<file path="config.mk">
export PLATFORM = sky130hd
export DESIGN_NAME = instr_fetch_unit_flat
export DESIGN_NICKNAME = d
export VERILOG_FILES = /design/src/rtl/rv32_fetch_pkg.sv /design/src/rtl/instr_fetch_unit_if.sv /design/src/rtl/fetch_fifo.sv /design/src/rtl/instr_fetch_unit.sv /design/src/flat_wrapper.sv
export SDC_FILE = /design/constraint.sdc
export NUM_CORES = 1
export LEC_CHECK = 0
export BUFFER_PORTS_ARGS = -buffer_cell sky130_fd_sc_hd__buf_4
export CORE_AREA = 2 2 182 184
export CTS_CLUSTER_SIZE = 8
export DETAILED_ROUTE_END_ITERATION = 12
export DIE_AREA = 0 0 184 186
export PLACE_DENSITY = 0.44
export SLEW_MARGIN = 20
export SYNTH_ARGS = -nofsm -noshare
export SYNTH_HDL_FRONTEND = slang
export SYNTH_SLANG_ARGS = --single-unit
export TNS_END_PERCENT = 20
</file>
<file path="constraint.sdc">
create_clock -name clk -period 6.8 [get_ports clk]
set_clock_uncertainty 0.2 [all_clocks]
set_input_delay 0.68 -clock clk [delete_from_list [all_inputs] [get_ports clk]]
set_output_delay 0.68 -clock clk [all_outputs]
set_load 0.01 [all_outputs]
</file>
<file path="src/rtl/rv32_fetch_pkg.sv">
// Shared types and constants for the RV32I fetch stage.
//   XLEN/ILEN     : address and instruction widths
//   NOP_INST      : addi x0,x0,0, presented whenever no real instruction is available
//   PC_STEP       : sequential fetch increment
//   fetch_entry_t : {inst, pc} pair buffered between fetch and decode
package rv32_fetch_pkg;

  localparam int unsigned      XLEN     = 32;
  localparam int unsigned      ILEN     = 32;
  localparam logic [ILEN-1:0]  NOP_INST = 32'h0000_0013;
  localparam logic [XLEN-1:0]  PC_STEP  = 32'd4;

  typedef struct packed {
    logic [ILEN-1:0] inst;
    logic [XLEN-1:0] pc;
  } fetch_entry_t;

  function automatic logic [XLEN-1:0] word_align(input logic [XLEN-1:0] addr);
    return {addr[XLEN-1:2], 2'b00};
  endfunction

endpackage

</file>
<file path="src/rtl/instr_fetch_unit_if.sv">
// Instruction memory read bus (req/gnt request phase, in-order rvalid response phase).
//   req    : read request valid          (master -> slave)
//   addr   : word-aligned read address   (master -> slave)
//   gnt    : request accepted this cycle (slave -> master)
//   rvalid : read data valid             (slave -> master)
//   rdata  : instruction word            (slave -> master)
interface instr_fetch_unit_if;
  import rv32_fetch_pkg::*;

  logic            req;
  logic [XLEN-1:0] addr;
  logic            gnt;
  logic            rvalid;
  logic [ILEN-1:0] rdata;

  modport master (output req, addr, input gnt, rvalid, rdata);
  modport slave  (input req, addr, output gnt, rvalid, rdata);

endinterface

</file>
<file path="src/rtl/fetch_fifo.sv">
// Instruction buffer between fetch and decode.
//   clk_i, rst_ni : clock, asynchronous active-low reset
//   flush_i       : drop all entries; overrides push and pop
//   push_i        : write push_data_i at the tail
//   pop_i         : remove the head entry (ignored when empty)
//   head_o        : head entry, valid when !empty_o
//   empty_o       : no entries buffered
//   count_o       : number of entries buffered
// Depth must be a power of two so the pointers wrap for free. Push while full is only legal
// together with a pop; the caller's credit scheme guarantees this.
module fetch_fifo
  import rv32_fetch_pkg::*;
#(
  parameter int unsigned  Depth = 2,
  localparam int unsigned Aw    = $clog2(Depth),
  localparam int unsigned Cw    = Aw + 1
) (
  input  logic         clk_i,
  input  logic         rst_ni,
  input  logic         flush_i,
  input  logic         push_i,
  input  fetch_entry_t push_data_i,
  input  logic         pop_i,
  output fetch_entry_t head_o,
  output logic         empty_o,
  output logic [Cw-1:0] count_o
);

  fetch_entry_t  mem_q [Depth];
  logic [Aw-1:0] wptr_q, rptr_q;
  logic [Cw-1:0] count_q;
  logic          do_push, do_pop;

  always_comb begin
    do_push = push_i && !flush_i;
    do_pop  = pop_i && !flush_i && (count_q != '0);
  end

  always_ff @(posedge clk_i or negedge rst_ni) begin
    if (!rst_ni) begin
      wptr_q  <= '0;
      rptr_q  <= '0;
      count_q <= '0;
    end else if (flush_i) begin
      wptr_q  <= '0;
      rptr_q  <= '0;
      count_q <= '0;
    end else begin
      if (do_push) wptr_q <= wptr_q + Aw'(1);
      if (do_pop)  rptr_q <= rptr_q + Aw'(1);
      count_q <= count_q + Cw'(do_push) - Cw'(do_pop);
    end
  end

  // Payload storage carries no reset; occupancy is tracked by count_q alone.
  always_ff @(posedge clk_i) begin
    if (do_push) mem_q[wptr_q] <= push_data_i;
  end

  assign head_o  = mem_q[rptr_q];
  assign empty_o = (count_q == '0);
  assign count_o = count_q;

endmodule

</file>
<file path="src/rtl/instr_fetch_unit.sv">
// RV32I fetch stage: owns the fetch PC, issues in-order word reads to instruction memory and
// buffers returned words for decode.
//   clk, rst_n   : clock, asynchronous active-low reset
//   imem         : instruction memory bus (instr_fetch_unit_if.master)
//   redirect     : taken branch/jump, flushes all in-flight and buffered work
//   redirect_pc  : new fetch target (low two bits not used for addressing)
//   if_valid     : if_inst/if_pc valid to decode
//   if_ready     : decode accepts this cycle
//   if_inst      : instruction word (NOP when nothing is buffered)
//   if_pc        : address of if_inst
//   if_misalign  : only with FETCH_MISALIGN_CHECK_EN defined; flags a misaligned redirect target
// Build option FETCH_MISALIGN_CHECK_EN: a misaligned redirect blocks fetching and presents a
// NOP at the misaligned pc with if_misalign set until decode accepts it.
module instr_fetch_unit
  import rv32_fetch_pkg::*;
#(
  parameter logic [XLEN-1:0] RESET_PC   = 32'h0000_0000,
  parameter int unsigned     FIFO_DEPTH = 2
) (
  input  logic               clk,
  input  logic               rst_n,
  instr_fetch_unit_if.master imem,
  input  logic               redirect,
  input  logic [XLEN-1:0]    redirect_pc,
  output logic               if_valid,
  input  logic               if_ready,
  output logic [ILEN-1:0]    if_inst,
  output logic [XLEN-1:0]    if_pc
`ifdef FETCH_MISALIGN_CHECK_EN
  ,
  output logic               if_misalign
`endif
);

  localparam int unsigned AW = $clog2(FIFO_DEPTH);
  localparam int unsigned CW = AW + 1;
  localparam logic [CW:0] DEPTH_W = (CW + 1)'(FIFO_DEPTH);

  logic            run_q;
  logic [XLEN-1:0] fetch_pc_q, fetch_pc_d;
  logic [CW-1:0]   outstanding_q, outstanding_d;
  logic [CW-1:0]   discard_q, discard_d;

  // pc of every granted but not yet returned request, oldest at rptr
  logic [XLEN-1:0] pcq_mem_q [FIFO_DEPTH];
  logic [AW-1:0]   pcq_wptr_q, pcq_rptr_q;

  logic            grant, rsp_take, rsp_drop, rsp_pending;
  logic            credit_ok, fetch_block;
  logic [CW:0]     inflight;

  fetch_entry_t    fifo_push_data, fifo_head;
  logic            fifo_empty, fifo_pop;
  logic [CW-1:0]   fifo_count;

  // ---------------------------------------------------------------------------
  // Request and response qualification
  // ---------------------------------------------------------------------------
  always_comb begin
    inflight  = {1'b0, outstanding_q} + {1'b0, fifo_count};
    credit_ok = inflight < DEPTH_W;
    // run_q keeps the request low in the first cycle out of reset
    imem.req  = run_q && !redirect && credit_ok && (discard_q == '0) && !fetch_block;
    imem.addr = fetch_pc_q;
    grant     = imem.req && imem.gnt;
    rsp_drop  = imem.rvalid && (discard_q != '0);
    // a response with nothing outstanding is a leftover from before reset
    rsp_take  = imem.rvalid && (discard_q == '0) && (outstanding_q != '0);
    rsp_pending = (discard_q != '0) || (outstanding_q != '0);
  end

  // ---------------------------------------------------------------------------
  // PC and counter next state
  // ---------------------------------------------------------------------------
  always_comb begin
    fetch_pc_d    = fetch_pc_q;
    outstanding_d = outstanding_q;
    discard_d     = discard_q;
    if (redirect) begin
      fetch_pc_d    = word_align(redirect_pc);
      outstanding_d = '0;
      // everything still in flight, less a word returning this very cycle, must be dropped
      discard_d     = discard_q + outstanding_q - CW'(imem.rvalid && rsp_pending);
    end else begin
      if (grant) fetch_pc_d = fetch_pc_q + PC_STEP;
      outstanding_d = outstanding_q + CW'(grant) - CW'(rsp_take);
      if (rsp_drop) discard_d = discard_q - CW'(1);
    end
  end

  always_ff @(posedge clk or negedge rst_n) begin
    if (!rst_n) begin
      run_q         <= 1'b0;
      fetch_pc_q    <= RESET_PC;
      outstanding_q <= '0;
      discard_q     <= '0;
    end else begin
      run_q         <= 1'b1;
      fetch_pc_q    <= fetch_pc_d;
      outstanding_q <= outstanding_d;
      discard_q     <= discard_d;
    end
  end

  // ---------------------------------------------------------------------------
  // In-flight pc queue
  // ---------------------------------------------------------------------------
  always_ff @(posedge clk or negedge rst_n) begin
    if (!rst_n) begin
      pcq_wptr_q <= '0;
      pcq_rptr_q <= '0;
    end else if (redirect) begin
      pcq_wptr_q <= '0;
      pcq_rptr_q <= '0;
    end else begin
      if (grant)    pcq_wptr_q <= pcq_wptr_q + AW'(1);
      if (rsp_take) pcq_rptr_q <= pcq_rptr_q + AW'(1);
    end
  end

  always_ff @(posedge clk) begin
    if (grant) pcq_mem_q[pcq_wptr_q] <= fetch_pc_q;
  end

  // ---------------------------------------------------------------------------
  // Instruction buffer
  // ---------------------------------------------------------------------------
  always_comb begin
    fifo_push_data.inst = imem.rdata;
    fifo_push_data.pc   = pcq_mem_q[pcq_rptr_q];
    fifo_pop            = if_valid && if_ready;
  end

  fetch_fifo #(
    .Depth (FIFO_DEPTH)
  ) u_fetch_fifo (
    .clk_i       (clk),
    .rst_ni      (rst_n),
    .flush_i     (redirect),
    .push_i      (rsp_take),
    .push_data_i (fifo_push_data),
    .pop_i       (fifo_pop),
    .head_o      (fifo_head),
    .empty_o     (fifo_empty),
    .count_o     (fifo_count)
  );

  // ---------------------------------------------------------------------------
  // Misaligned redirect handling
  // ---------------------------------------------------------------------------
`ifdef FETCH_MISALIGN_CHECK_EN
  logic            mis_q, mis_d;
  logic            mis_pend_q, mis_pend_d;
  logic [XLEN-1:0] mis_pc_q, mis_pc_d;

  always_comb begin
    mis_d      = mis_q;
    mis_pend_d = mis_pend_q;
    mis_pc_d   = mis_pc_q;
    if (redirect) begin
      mis_d      = (redirect_pc[1:0] != 2'b00);
      mis_pend_d = (redirect_pc[1:0] != 2'b00);
      mis_pc_d   = redirect_pc;
    end else if (mis_pend_q && if_ready) begin
      mis_pend_d = 1'b0;
    end
  end

  always_ff @(posedge clk or negedge rst_n) begin
    if (!rst_n) begin
      mis_q      <= 1'b0;
      mis_pend_q <= 1'b0;
      mis_pc_q   <= RESET_PC;
    end else begin
      mis_q      <= mis_d;
      mis_pend_q <= mis_pend_d;
      mis_pc_q   <= mis_pc_d;
    end
  end

  // sticky until the next redirect, even after decode has taken the marker NOP
  assign fetch_block = mis_q;
  assign if_misalign = mis_pend_q;
`else
  assign fetch_block = 1'b0;
`endif

  // ---------------------------------------------------------------------------
  // Decode-side outputs
  // ---------------------------------------------------------------------------
  always_comb begin
    if_valid = !fifo_empty;
    if_inst  = fifo_empty ? NOP_INST : fifo_head.inst;
    if_pc    = fifo_empty ? fetch_pc_q : fifo_head.pc;
`ifdef FETCH_MISALIGN_CHECK_EN
    if (mis_pend_q) begin
      if_valid = 1'b1;
      if_inst  = NOP_INST;
      if_pc    = mis_pc_q;
    end
`endif
  end

endmodule

</file>
<file path="src/flat_wrapper.sv">
// flat-port wrapper written by rule: the top's interface ports become plain ports
module instr_fetch_unit_flat import rv32_fetch_pkg::*;
#(
  parameter logic [XLEN-1:0] RESET_PC   = 32'h0000_0000,
  parameter int unsigned     FIFO_DEPTH = 2
)
  (clk, rst_n, redirect, redirect_pc, if_valid, if_ready, if_inst, if_pc, imem_req, imem_addr, imem_gnt, imem_rvalid, imem_rdata);
  instr_fetch_unit_if imem_i ();
  input  logic clk;
  input  logic rst_n;
  input  logic redirect;
  input  logic [XLEN-1:0] redirect_pc;
  output logic if_valid;
  input  logic if_ready;
  output logic [ILEN-1:0] if_inst;
  output logic [XLEN-1:0] if_pc;
  output wire logic [$bits(imem_i.req)-1:0] imem_req;
  output wire logic [$bits(imem_i.addr)-1:0] imem_addr;
  input wire logic [$bits(imem_i.gnt)-1:0] imem_gnt;
  input wire logic [$bits(imem_i.rvalid)-1:0] imem_rvalid;
  input wire logic [$bits(imem_i.rdata)-1:0] imem_rdata;
  assign imem_req = imem_i.req;
  assign imem_addr = imem_i.addr;
  assign imem_i.gnt = imem_gnt;
  assign imem_i.rvalid = imem_rvalid;
  assign imem_i.rdata = imem_rdata;
  instr_fetch_unit #(.RESET_PC(RESET_PC), .FIFO_DEPTH(FIFO_DEPTH)) u_core (.clk(clk), .rst_n(rst_n), .imem(imem_i), .redirect(redirect), .redirect_pc(redirect_pc), .if_valid(if_valid), .if_ready(if_ready), .if_inst(if_inst), .if_pc(if_pc));
endmodule
</file>
==> key figures <==
Outcome
  • Outcome: finished, final reports clean

Global route
  • Grt ovf: 0
  • Initial antenna violation count: 0
  • Largest net degree at the start of global routing: 63
  • First-pass GRT wire length: 35900 um
  • Total Routing Usage GR: 13.9%
  • Vias in the first global route: 5867

Logic synthesis
  • Synth Register Bits: 225
  • Cell Area, Synth: 0.00956 mm^2
  • Post-synth EDFFs: 184
  • Synth top area cells: edfxtp_1 58%, dfrtp_1 11%, mux2i_1 6.6%, mux2_2 3.8%, nand2_1 2.6%
  • Post-synth cell types: 59
  • Synth top cells by count: 184 x edfxtp_1, 67 x nand2_1, 63 x mux2i_1
  • Syn Inst Count: 675
  • Main flop type after synthesis: edfxtp_1
  • Register area share after synthesis: 68.5%
  • Post-synth top area cell: edfxtp_1
  • Syn_area_per_cell: 14.2 um^2
  • Synth top area share: 57.8%
  • Ys Warns: 0
  • Most frequent cell after synthesis: edfxtp_1
  • Ys async rst share: 18.2%

Detailed routing
  • 1st-iter DRT viols: 386
  • # DRC: 0
  • TritonRoute pass-1 iters: 4
  • Remaining antenna violation count after routing: 0
  • Vias/cell: 4.72
  • Via count: 5983
  • Post-Route WL: 24000 um
  • Post-DR wirelength/cell: 18.9 um

Floorplanning
  • Vert. Die Dim: 186 um
  • Core area: 0.0322 mm^2
  • Die area: 0.0342 mm^2
  • Core Rows: 66
  • Effective utilization at floorplan: 29.7%
  • I/O Pins: 168
  • Die width: 184 um

Clock tree
  • Cts repair resizes: 0
  • Clk slew on worst S/H paths: 0.05 ns
  • Post-CTS Setup Bufs: 0
  • Clk_lat worst skew: 0.49 ns
  • CTS Sinks: 225
  • Number of buffers created by CTS: 34
  • CTS tree: done
  • CTS root buf: clkbuf_16
  • CTS H-tree depth: 2
  • CTS max path bufs: 3
  • Post-CTS Hold Buffers: 0

Timing
  • Worst hold slack: 0.00404 ns
  • Period minus WS final: 3.45 ns
  • Worst slew margin: 27.0%
  • Slew @ Worst Pin: 1.09 ns
  • Fmax achieved: 290 MHz
  • Final number of setup-violating endpoints: 0
  • Setup tns final: 0 ns
  • Slew Viols, Final: 0
  • Final Hold Vio Count: 0
  • Crit share post-route: 50.7%
  • RSZ-0062 raised after global routing: no

Power
  • Power share of the combinational group: 9.7%
  • Sw Pwr: 815 uW
  • Clock power frac: 44.0%
  • Leakage power: 4.52 nW
  • Pwr Density: 288 mW/mm^2
  • Max IR drop VDD: 0.150 mV
  • Sequential power share: 46.3%
  • Switching Fraction: 23.3%
  • Internal Power: 2.69 mW

Setup path
  • Setup crit end kind: primary output
  • Crit-path max FO: 41
  • Worst Setup SP: u_core.u_fetch_fifo.rptr_q$_DFFE_PN0P_
  • Worst R2R Setup Slack: 3.43 ns
  • Worst reg2reg path depth: 9
  • Crit path arrival time: 2.57 ns
  • CP required: 5.92 ns
  • R2r endpoint: u_core.imem.addr[30]$_DFFE_PN0P_
  • Critical Path Start Type: register
  • End point of the critical path: if_pc[31]
  • WS Path Type: register to primary output
  • R2r startpoint: u_core.u_fetch_fifo.count_o[0]$_DFF_PN0_

Finish
  • Fin nets: 925
  • Area Growth Syn to Fin: 27.4%
  • Ratio of cells with drive above 1 in the final layout: 30.2%
  • # fillers: 3091
  • N_diodes: 0

Job
  • Max cap viols: 0

Placed design
  • RD Place Congestion: 0.715
  • I/O Buffers: 161
  • DP HPWL: 15200 um

Min path
  • HP Class: input port to asynchronous set/reset pin
## metal layers
| layer | track usage, % | wire length [um] |
|---|---|---|
| met1 | 19.6 | 11500 |
| met2 | 21.7 | 10800 |
| met3 | 2.99 | 1270 |
| met4 | 3.94 | 482 |
| met5 | 0 | 0 |
## flip-flops by register name (all words and copies together), names as in the netlist
register and count:
u_core.pcq_rptr_q 1, u_core.pcq_mem_q 60, u_core.u_fetch_fifo.rptr_q 1, u_core.u_fetch_fifo.wptr_q 1, u_core.run_q 1, u_core.u_fetch_fifo.count_o 2, u_core.imem.addr 30, u_core.outstanding_q 2
u_core.u_fetch_fifo.mem_q 124, u_core.discard_q 2, u_core.pcq_wptr_q 1
## area by class of cell
class                      instances  area, um^2  area share (%)
clock buffer                      49         971            7.98
clock inverter                     1        8.76          0.0719
inverter                          12        45.0           0.370
multi-input combinational        404        2820            23.1
sequential                       225        6560            53.8
tap                              408         510            4.19
timing repair buffer             169        1270            10.4
## through the flow
stage / instances / setup slack [ns] / util [%] / instance area (um^2) / power [mW]
2_1_floorplan: 678 / 2.35 / - / 9570 / 1.81
3_3_place_gp: 1218 / 3.00 / 34.8 / 11200 / 1.99
3_5_place_dp: 1218 / 2.98 / 34.8 / 11200 / 1.99
4_1_cts: 1268 / 3.21 / 37.8 / 12200 / 3.56
5_1_grt: 1268 / 3.15 / 37.8 / 12200 / 3.66
6_report: 1268 / 3.35 / 37.8 / 12200 / 3.50
## logic make-up (layout without fill, tap and decap cells)
family / count (synthesis) / in the layout / synth area share (%)
DFF: 225 / 225 / 68.5
and+or+nand+nor: 188 / 188 / 9.87
muxes: 95 / 95 / 10.4
AOI/OAI and AO/OA: 90 / 90 / 5.97
buffers and inverters: 49 / 231 / 2.37
xor gates and xnor gates: 17 / 17 / 1.56
adders and majority gates: 9 / 9 / 1.26
other: 2 / 5 / 0.0786
## critical path, stage by stage, from the launching register on
cell,delay (ns)
dfrtp_4,0.76
buf_4,0.71
mux2i_1,0.32
o21ai_0,0.11
buf_4,0.17
## how the worst min path moves through the flow
stage	from	end	slack (ns)	cells after the start
final	rst_n	u_core.discard_q[0]$_DFFE_PN0P_	0.004	1
after global routing	rst_n	u_core.discard_q[0]$_DFFE_PN0P_	0.03	1
after CTS	rst_n	u_core.discard_q[0]$_DFFE_PN0P_	0.007	1
after detailed placement	u_core.pcq_mem_q[0][17]$_DFFE_PP_	u_core.u_fetch_fifo.mem_q[0][17]$_DFFE_PP_	0.35	1
after global placement	u_core.pcq_mem_q[1][17]$_DFFE_PP_	u_core.u_fetch_fifo.mem_q[0][17]$_DFFE_PP_	0.35	1
after floorplan	rst_n	u_core.discard_q[0]$_DFFE_PN0P_	0.18	0
## power by group through the flow
stage	sequential, mW	combinational (mW)	clock, mW
after floorplan	1.62	0.182	0
after global placement	1.65	0.344	0
after detailed placement	1.65	0.345	0
after CTS	1.62	0.347	1.59
after global routing	1.63	0.378	1.65
final	1.62	0.340	1.54
## cell usage in the layout (no fill, tap or decap), types with 3 or more instances in the layout
| cell | instances |
|---|---|
| a21oi_1 | 3 |
| a31oi_1 | 7 |
| a32oi_1 | 4 |
| a41oi_1 | 3 |
| and2_1 | 4 |
| and3_1 | 6 |
| buf_4 | 169 |
| clkbuf_1 | 12 |
| clkbuf_16 | 37 |
| conb_1 | 5 |
| dfrtp_1 | 40 |
| edfxtp_1 | 184 |
| ha_1 | 8 |
| inv_1 | 11 |
| mux2_2 | 32 |
| mux2i_1 | 63 |
| nand2_1 | 67 |
| nand3_1 | 16 |
| nand4_1 | 10 |
| nor2_1 | 52 |
| nor2b_1 | 4 |
| o211ai_1 | 7 |
| o21ai_0 | 47 |
| o311ai_0 | 5 |
| o311ai_1 | 3 |
| xnor2_1 | 9 |
| xor2_1 | 8 |
Note: power is estimated with default switching activity, not from simulation.
